**src/rtl/pong_match_ctrl.sv**
```systemverilog
// Match controller for a pong game: attract/serve/play/game-over sequencing,
// score keeping, serve timing and a small priority sound arbiter.
module pong_match_ctrl #(
   parameter int unsigned WIN_SCORE    = 15,
   parameter int unsigned SERVE_FRAMES = 60,
   parameter int unsigned OVER_FRAMES  = 300,
   parameter int unsigned SND_FRAMES   = 6
) (
   input  logic       clock,
   input  logic       reset,
   input  logic       ce,
   input  logic       frame,
   input  logic       start,
   input  logic [1:0] point,
   input  logic       wallHit,
   input  logic       padHit,
   output logic       game,
   output logic       serve,
   output logic       serveDir,
   output logic [3:0] up1,
   output logic [3:0] up2,
   output logic [1:0] winner,
   output logic       sndOn,
   output logic [1:0] sndSel
);

   localparam int unsigned TMR_W   = 9;
   localparam int unsigned SCORE_W = 4;
   localparam int unsigned SND_W   = 8;

   localparam logic [TMR_W-1:0]   SERVE_LOAD = TMR_W'(SERVE_FRAMES - 1);
   localparam logic [TMR_W-1:0]   OVER_LOAD  = TMR_W'(OVER_FRAMES - 1);
   localparam logic [SND_W-1:0]   SND_SHORT  = SND_W'(SND_FRAMES - 1);
   localparam logic [SND_W-1:0]   SND_LONG   = SND_W'(2 * SND_FRAMES - 1);
   localparam logic [SCORE_W-1:0] WIN        = SCORE_W'(WIN_SCORE);

   localparam logic [1:0] SEL_PAD   = 2'd0;
   localparam logic [1:0] SEL_WALL  = 2'd1;
   localparam logic [1:0] SEL_POINT = 2'd2;

   typedef enum logic [1:0] {
      ATTRACT    = 2'd0,
      SERVE_WAIT = 2'd1,
      PLAY       = 2'd2,
      GAMEOVER   = 2'd3
   } state_t;

   state_t              state, state_d;
   logic [TMR_W-1:0]    timer, timer_d;
   logic [SND_W-1:0]    snd_cnt, snd_cnt_d;
   logic                prev_start, prev_start_d;
   logic                game_d, serve_d, serve_dir_d, snd_on_d;
   logic [SCORE_W-1:0]  up1_d, up2_d, up1_inc, up2_inc;
   logic [1:0]          winner_d, snd_sel_d, ev_sel;
   logic                tick, press, score1, score2, scored, ev_take;

   // State and datapath registers; nothing moves while ce is low.
   always_ff @(posedge clock or negedge reset) begin
      if (!reset) begin
         state      <= ATTRACT;
         timer      <= '0;
         snd_cnt    <= '0;
         prev_start <= 1'b1;
         game       <= 1'b0;
         serve      <= 1'b0;
         serveDir   <= 1'b0;
         up1        <= '0;
         up2        <= '0;
         winner     <= 2'b00;
         sndOn      <= 1'b0;
         sndSel     <= SEL_PAD;
      end else if (ce) begin
         state      <= state_d;
         timer      <= timer_d;
         snd_cnt    <= snd_cnt_d;
         prev_start <= prev_start_d;
         game       <= game_d;
         serve      <= serve_d;
         serveDir   <= serve_dir_d;
         up1        <= up1_d;
         up2        <= up2_d;
         winner     <= winner_d;
         sndOn      <= snd_on_d;
         sndSel     <= snd_sel_d;
      end
   end

   // Next-state, score and sound logic; serve defaults low so it lasts one ce-cycle.
   always_comb begin
      state_d      = state;
      timer_d      = timer;
      snd_cnt_d    = snd_cnt;
      prev_start_d = prev_start;
      serve_d      = 1'b0;
      serve_dir_d  = serveDir;
      up1_d        = up1;
      up2_d        = up2;
      winner_d     = winner;
      snd_on_d     = sndOn;
      snd_sel_d    = sndSel;

      tick    = ce & frame;
      press   = start & ~prev_start;
      up1_inc = up1 + 4'd1;
      up2_inc = up2 + 4'd1;
      score1  = (state == PLAY) & point[0];
      score2  = (state == PLAY) & ~point[0] & point[1];
      scored  = score1 | score2;
      ev_sel  = scored ? SEL_POINT : (wallHit ? SEL_WALL : SEL_PAD);
      ev_take = (game | scored) & (scored | wallHit | padHit) &
                (~sndOn | (ev_sel >= sndSel));

      if (tick) begin
         prev_start_d = start;
         unique case (state)
            ATTRACT: begin
               if (press) begin
                  up1_d       = '0;
                  up2_d       = '0;
                  winner_d    = 2'b00;
                  serve_dir_d = 1'b0;
                  timer_d     = SERVE_LOAD;
                  state_d     = SERVE_WAIT;
               end
            end
            SERVE_WAIT: begin
               if (timer == '0) begin
                  state_d = PLAY;
                  serve_d = 1'b1;
               end else begin
                  timer_d = timer - 9'd1;
               end
            end
            PLAY: begin
               if (score1) up1_d = up1_inc;
               if (score2) up2_d = up2_inc;
               if ((score1 && up1_inc == WIN) || (score2 && up2_inc == WIN)) begin
                  winner_d = score1 ? 2'b01 : 2'b10;
                  timer_d  = OVER_LOAD;
                  state_d  = GAMEOVER;
               end else if (scored) begin
                  serve_dir_d = score1;
                  timer_d     = SERVE_LOAD;
                  state_d     = SERVE_WAIT;
               end
            end
            GAMEOVER: begin
               if (timer == '0) state_d = ATTRACT;
               else             timer_d = timer - 9'd1;
            end
            default: state_d = ATTRACT;
         endcase

         if (ev_take) begin
            snd_on_d  = 1'b1;
            snd_sel_d = ev_sel;
            snd_cnt_d = (ev_sel == SEL_POINT) ? SND_LONG : SND_SHORT;
         end else if (sndOn) begin
            if (snd_cnt == '0) snd_on_d  = 1'b0;
            else               snd_cnt_d = snd_cnt - 8'd1;
         end

         if (state != ATTRACT && state_d == ATTRACT) snd_on_d = 1'b0;
      end

      game_d = (state_d == SERVE_WAIT) || (state_d == PLAY);
   end

endmodule

```
**config.mk**
```make
export PLATFORM = sky130hd
export DESIGN_NAME = pong_match_ctrl
export DESIGN_NICKNAME = d
export VERILOG_FILES = /design/src/rtl/pong_match_ctrl.sv
export SDC_FILE = /design/constraint.sdc
export NUM_CORES = 1
export LEC_CHECK = 0
export BUFFER_PORTS_ARGS = -buffer_cell sky130_fd_sc_hd__buf_2
export CORE_MARGIN = 3
export CORE_UTILIZATION = 55
export DETAILED_ROUTE_END_ITERATION = 6
export HOLD_SLACK_MARGIN = 0.15
export PLACE_DENSITY_LB_ADDON = 0.25
export SYNTH_ARGS = -nofsm -noshare
export SYNTH_HDL_FRONTEND = slang
export SYNTH_SLANG_ARGS = --single-unit
```
**constraint.sdc**
```tcl
create_clock -name clock -period 2.67 [get_ports clock]
set_input_delay 0.4005 -clock clock [delete_from_list [all_inputs] [get_ports clock]]
set_output_delay 0.4005 -clock clock [all_outputs]
set_load 0.01 [all_outputs]
```
==> results of run 1 <==
-- cell usage in the layout (no fill, tap or decap), drive strengths merged, types with 2 or more instances in the layout --
cell type  netlist  routed
nor4             3       3
a21o             4       4
clkbuf           4       8
nand2b           6       6
nor4b            2       2
o21ai           20      20
ha              10      10
mux2i            2       2
xor2             6       6
a22o             7       7
nand4            4       4
nor2b            5       5
nand3           11      11
a31oi            2       2
dfrtp           35      35
a21oi           12      12
nand4b           2       2
xnor2            3       3
nor2            23      23
o22ai            3       3
o211ai           3       3
buf              3      31
and2             3       3
inv             12      12
nand2           28      28
a211oi           2       2
mux2             3       3
nor3            14      14
-- logic make-up after synthesis --
logic type / after synthesis / share of synthesized area
AND/OR/NAND/NOR: 106 / 0.252
XOR/XNOR: 9 / 0.0365
adder cells (fa/ha/maj): 10 / 0.0579
flip-flops: 36 / 0.417
multiplexers: 5 / 0.0249
AO/OA/AOI/OAI: 59 / 0.177
buffers and inverters: 19 / 0.0342
-- layout make-up --
cell class                 instances  area (um2)
clock buffer                       8        90.1
fill                             315        1260
inverter                          12        45.0
multi-input combinational        189        1180
sequential                        36         902
tap                               48        60.1
timing repair buffer              31         173
-- metrics by stage --
step	instances	power (uW)	setup WS (ps)	cell area [um2]
6_report	324	2260	300	2450
5_1_grt	324	2450	97.9	2450
4_1_cts	324	2270	335	2450
3_5_place_dp	316	1860	299	2360
3_3_place_gp	316	1820	395	2360
2_1_floorplan	244	1560	355	2160
-- sequential cells by signal, indices dropped and copies added (netlist names), 2 cells and up --
signal / count
state: 2
sndSel: 2
up1: 4
up2: 4
snd_cnt: 8
timer: 9
winner: 2
-- where the power goes --
part | switching (uW) | total [uW] | internal (uW)
registers | 204 | 931 | 727
clock network | 188 | 398 | 210
logic | 518 | 927 | 409
-- Yosys cell counts (2+ instances only) --
| library cell | n |
|---|---|
| nor4_1 | 2 |
| ha_1 | 10 |
| buf_2 | 2 |
| clkbuf_1 | 4 |
| nand3_1 | 11 |
| dfrtp_1 | 35 |
| a31oi_1 | 2 |
| mux2i_1 | 2 |
| nor2b_1 | 5 |
| nand2_1 | 28 |
| nor4b_1 | 2 |
| a22o_1 | 7 |
| xnor2_1 | 3 |
| a21oi_1 | 12 |
| o22ai_1 | 3 |
| o211ai_1 | 3 |
| nor3_1 | 14 |
| inv_1 | 12 |
| o21ai_0 | 18 |
| o21ai_1 | 2 |
| nand4_1 | 4 |
| mux2_2 | 3 |
| xor2_1 | 6 |
| nand2b_1 | 6 |
| a21o_1 | 4 |
| nand4b_1 | 2 |
| nor2_1 | 23 |
| a211oi_2 | 2 |
-- metal layers --
| layer | vias to the layer above | global-route usage |
|---|---|---|
| li1 | 934 | - |
| met1 | 887 | 0.317 |
| met2 | 54 | 0.330 |
| met3 | 13 | 0.0583 |
| met4 | 0 | 0.0744 |
| met5 | - | 0 |
-- worst register-to-register path, delay by kind of cell, from the launching register on --
family                     cells  cell delay (ps)
AOI/OAI and AO/OA              5              910
and+or+nand+nor                4              440
DFF                            1              400
adders and majority gates      1              280
buffers and inverters          1              200
-- worst min-delay path by stage --
| stage | slack (ps) | end | cells after the start |
|---|---|---|---|
| floorplan | 100 | game | 0 |
| global placement | 450 | prev_start | 2 |
| detailed placement | 450 | prev_start | 2 |
| CTS | 220 | timer[1] | 1 |
| global route | 240 | timer[5] | 1 |
| finish | 190 | timer[5] | 1 |
==> impl_metrics.env, run 1 <==
export IMPL_rsz0062_at_grt="false"
export IMPL_grt_pass1_wl_um=7930
export IMPL_nets=294
export IMPL_grt_use_total=0.224
export IMPL_synth_area_leaders="dfrtp_1, ha_1, nand2_1"
export IMPL_synth_top_area_cell="dfrtp_1"
export IMPL_crit_buf_inv=1
export IMPL_slowest_delay_ps=400
export IMPL_synth_nets=263
export IMPL_cp_required_ps=2820
export IMPL_finalHoldViolCount=0
export IMPL_first_iter_violations=153
export IMPL_area_growth_pct=13.6
export IMPL_endpoint_kind="register"
export IMPL_reg2reg_depth=11
export IMPL_tightestPinTransition_ps=806
export IMPL_r2r_setup_slack_ps=300
export IMPL_vias=1888
export IMPL_die_area_mm2=0.00472
export IMPL_grt_pass1_vias=1743
export IMPL_rows=22
export IMPL_ys_ff_latch=36
export IMPL_overflow=0
export IMPL_yosysWarningCount=0
export IMPL_cp_cell_sequence="nor2b_1, o21ai_1, nand2_1, ha_1, nand2b_1, a21oi_1, a211oi_2, buf_4, nor2_1, o21ai_0, o311ai_0"
export IMPL_die_x_um=68.7
export IMPL_finalCritPeriodShare=0.888
export IMPL_clkTransAtPathRegs_ps=70
export IMPL_max_freq_ghz=0.422
export IMPL_htreeDepth=2
export IMPL_drv_slew=0
export IMPL_synth_area_mm2=0.00216
export IMPL_clock_skew_ps=7.71
export IMPL_cp_start_kind="register"
export IMPL_drt_pre_antenna_iters=4
export IMPL_wl_met3_um=222
export IMPL_cts_hold_buffers=0
export IMPL_p_per_area_mw_per_mm2=919
export IMPL_cts_root_buf="clkbuf_8"
export IMPL_drv_cap=0
export IMPL_ys_flop_type="dfrtp_1"
export IMPL_final_util=0.661
export IMPL_finalWorstPathRequiredPeriod_ps=2370
export IMPL_antenna_found_initial=0
export IMPL_io_pins=25
export IMPL_cts_buffers=5
export IMPL_setup_viol=0
export IMPL_wl_per_cell_um=14.2
export IMPL_crit_cells=11
export IMPL_fin_setup_tns_ps=0
export IMPL_synth_edff_count=0
export IMPL_viasPerCell=5.83
export IMPL_cp_startpoint="state[1]"
export IMPL_cp_endpoint="snd_cnt[3]"
export IMPL_yosysSeqAreaShare=0.417
export IMPL_r2r_end="snd_cnt[3]"
export IMPL_cp_slowest_cell="dfrtp_1"
export IMPL_synth_top_area_frac=0.405
export IMPL_avgSynthCellArea_um2=8.86
export IMPL_top_layer="met4"
export IMPL_final_antenna_net_count=0
export IMPL_crit_type="reg -> reg"
export IMPL_cts_path_max_buffers=2
export IMPL_ctsResizeCount=0
export IMPL_design_core_area_mm2=0.00372
export IMPL_peakVddDrop_mv=0.425
export IMPL_whs_ps=194
export IMPL_leakagePower_uw=0.00109
export IMPL_postCtsSetupBuffers=0
export IMPL_port_buffers=24
export IMPL_status="completed"
export IMPL_hold_class="in -> async"
export IMPL_relSlewSlack=0.463
export IMPL_totalWireLength_um=4610
export IMPL_r2r_start="state[1]"
export IMPL_place_congestion=0.880
export IMPL_drt_met1_wl_um=2270
export IMPL_synth_cell_type_count=45
export IMPL_dr_wl_met2_um=2030
export IMPL_drive_gt1_frac=0.178
export IMPL_cts_sinks=36
export IMPL_start_util=0.581
export IMPL_die_h_um=68.7
export IMPL_worstSkewPairLatency_ps=290
export IMPL_arrival_ps=2520
export IMPL_drcViolationCount=0
export IMPL_cp_max_fo=5
export IMPL_critPathTopFamily="compound AO/OA/AOI/OAI gates"
export IMPL_synth_cells=244
export IMPL_synthArstFlopShare=1.00
export IMPL_tritoncts="done"
export IMPL_dpl_hpwl_um=3320
export IMPL_grt_max_degree=37
export IMPL_antenna_cells=0
Power figures use the tool's default switching activity.
==> inputs of run 2 (changes only) <==
--- a/config.mk
+++ b/config.mk
@@ -5,6 +5,7 @@
 export SDC_FILE = /design/constraint.sdc
 export NUM_CORES = 1
 export LEC_CHECK = 0
+export ABC_AREA = 1
 export BUFFER_PORTS_ARGS = -buffer_cell sky130_fd_sc_hd__buf_2
 export CORE_MARGIN = 3
 export CORE_UTILIZATION = 55
==> impl_metrics.env, run 2 <==
export IMPL_status="completed"
export IMPL_avgSynthCellArea_um2=7.76
export IMPL_top_regs="timer (9), snd_cnt (8)"
export IMPL_cts_root_buf="clkbuf_8"
export IMPL_area_growth_pct=11.0
export IMPL_finalWorstPathRequiredPeriod_ps=2320
export IMPL_finalCritPeriodShare=0.869
export IMPL_rows=22
export IMPL_synth_cells=278
export IMPL_antenna_found_initial=0
export IMPL_p_per_area_mw_per_mm2=753
export IMPL_overflow=0
export IMPL_dpl_hpwl_um=3200
export IMPL_final_antenna_net_count=0
export IMPL_tritoncts="done"
export IMPL_largest_reg_flops=9
export IMPL_cp_start_kind="register"
export IMPL_grt_max_degree=37
export IMPL_final_common_cell="nand2_1"
export IMPL_grt_pass1_vias=1660
export IMPL_cts_path_max_buffers=2
export IMPL_setup_viol=0
export IMPL_wl_per_cell_um=12.3
export IMPL_viasPerCell=5.21
export IMPL_synth_area_mm2=0.00216
export IMPL_fin_setup_tns_ps=0
export IMPL_io_pins=25
export IMPL_crit_type="reg -> reg"
export IMPL_design_core_area_mm2=0.00372
export IMPL_cp_slowest_cell="dfrtp_1"
export IMPL_cts_buffers=5
export IMPL_synth_nets=297
export IMPL_die_h_um=68.6
export IMPL_drt_pre_antenna_iters=4
export IMPL_clkTransAtPathRegs_ps=70
export IMPL_die_area_mm2=0.00471
export IMPL_final_cell_mix="nand2_1, inv_1, dfrtp_1"
export IMPL_start_util=0.581
export IMPL_die_x_um=68.6
export IMPL_vias=1850
export IMPL_peakVddDrop_mv=0.371
export IMPL_ys_flop_type="dfrtp_1"
export IMPL_place_inst=347
export IMPL_first_iter_violations=185
export IMPL_drv_cap=0
export IMPL_cp_required_ps=2850
export IMPL_synth_area_leaders="dfrtp_1, nand2_1, inv_1"
export IMPL_max_freq_ghz=0.431
export IMPL_grt_use_total=0.207
export IMPL_final_cells=355
export IMPL_cts_sinks=36
export IMPL_synthArstFlopShare=1.00
export IMPL_drive_gt1_frac=0.153
export IMPL_clock_skew_ps=3.26
export IMPL_endpoint_kind="register"
export IMPL_synth_top_area_frac=0.406
export IMPL_tightestPinTransition_ps=805
export IMPL_arrival_ps=2500
export IMPL_yosysWarningCount=0
export IMPL_cp_cell_sequence="inv_6, nor2_8, o21ai_2, nand2_1, ha_1, o21ai_0, nand2_1, nand2_1, nand2_4, nand2_4, nand2_4, nand3_1, xor2_1, nor2_1"
export IMPL_synth_edff_count=0
export IMPL_cp_max_fo=12
export IMPL_n_fill_cell=334
export IMPL_synth_most_common_cell="nand2_1"
export IMPL_drcViolationCount=0
export IMPL_port_buffers=24
export IMPL_nets=325
export IMPL_regMostFlops="timer"
export IMPL_worstSkewPairLatency_ps=280
export IMPL_relSlewSlack=0.463
export IMPL_place_congestion=0.881
export IMPL_synth_cell_type_count=30
export IMPL_postCtsSetupBuffers=0
export IMPL_yosysSeqAreaShare=0.418
export IMPL_ctsResizeCount=0
export IMPL_cts_hold_buffers=0
export IMPL_drv_slew=0
export IMPL_htreeDepth=2
export IMPL_ys_ff_latch=36
export IMPL_antenna_cells=0
export IMPL_totalWireLength_um=4360
export IMPL_hold_class="in -> async"
export IMPL_slowest_delay_ps=500
export IMPL_leakagePower_uw=0.00127
export IMPL_synth_common_cells="nand2_1, inv_1, dfrtp_1, nor2_1, nand3_1"
export IMPL_synth_top_area_cell="dfrtp_1"
export IMPL_rsz0062_at_grt="false"
export IMPL_grt_pass1_wl_um=7190
export IMPL_finalHoldViolCount=0
## run 2: cell types whose count changed in the layout (fill, tap and decap cells not counted), sizes merged, moves of 8 or more
cell and change:
nand3 +17, nor2 +9, nor3 -10, o21ai +8, inv +34, nand2 +35
## run 2: path summary, 6_finish.rpt
check	from	endpoint	slack [ps]	cells past startpoint
min in group clock	start	prev_start	370	3
setup / recovery	state[1]	snd_cnt[6]	350	14
hold reg to reg	winner[1]	winner[1]	480	2
max in group asynchronous	reset	up1[0]	1970	1
setup reg to reg	state[1]	snd_cnt[6]	350	14
hold / removal	reset	timer[6]	200	1
## run 2: layout make-up
cell class / count / area [um2] / share of cell area
Clock inverter: 1 / 7.51 / 0.00313
Multi-Input combinational cell: 192 / 1040 / 0.433
Clock buffer: 7 / 86.3 / 0.0361
Inverter: 47 / 183 / 0.0763
Tap cell: 48 / 60.1 / 0.0251
Timing Repair Buffer: 24 / 120 / 0.0502
Sequential cell: 36 / 902 / 0.377
## run 2: cells by family after synthesis
group / count (synthesis) / share of synthesized area
xor+xnor: 7 / 0.0284
simple gates: 132 / 0.282
buf+inv: 50 / 0.102
fa+ha+maj: 10 / 0.0580
compound gates: 43 / 0.112
flops: 36 / 0.418
## run 2: worst max-delay path, delay by kind of cell, from the launching register on
kind	cells	cell delay [ps]
simple gates	9	880
compound gates	2	280
flops	1	500
fa+ha+maj	1	290
xor+xnor	1	140
buf+inv	1	130
## run 2: power by group
| group | total (uW) | internal [uW] | switching [uW] |
|---|---|---|---|
| clock network | 402 | 210 | 192 |
| registers | 783 | 682 | 101 |
| logic | 619 | 222 | 397 |
| total | 1800 | 1110 | 691 |
## run 2: metal layers
layer	track usage	up-vias	part of all wire
li1	-	942	-
met1	0.256	856	0.45
met2	0.338	41	0.48
met3	0.0519	11	0.044
met4	0.0918	0	0.021
met5	0	-	0
## run 2: stage by stage
step	setup WS [ps]	util	area (um2)	total power (uW)	hold WS, ps
final	350	0.644	2390	1800	202
after global routing	118	0.644	2390	1950	250
after CTS	339	0.644	2390	1810	226
after detailed placement	371	0.619	2300	1390	461
after global placement	458	0.619	2300	1380	460
after floorplan	635	-	2160	1250	105
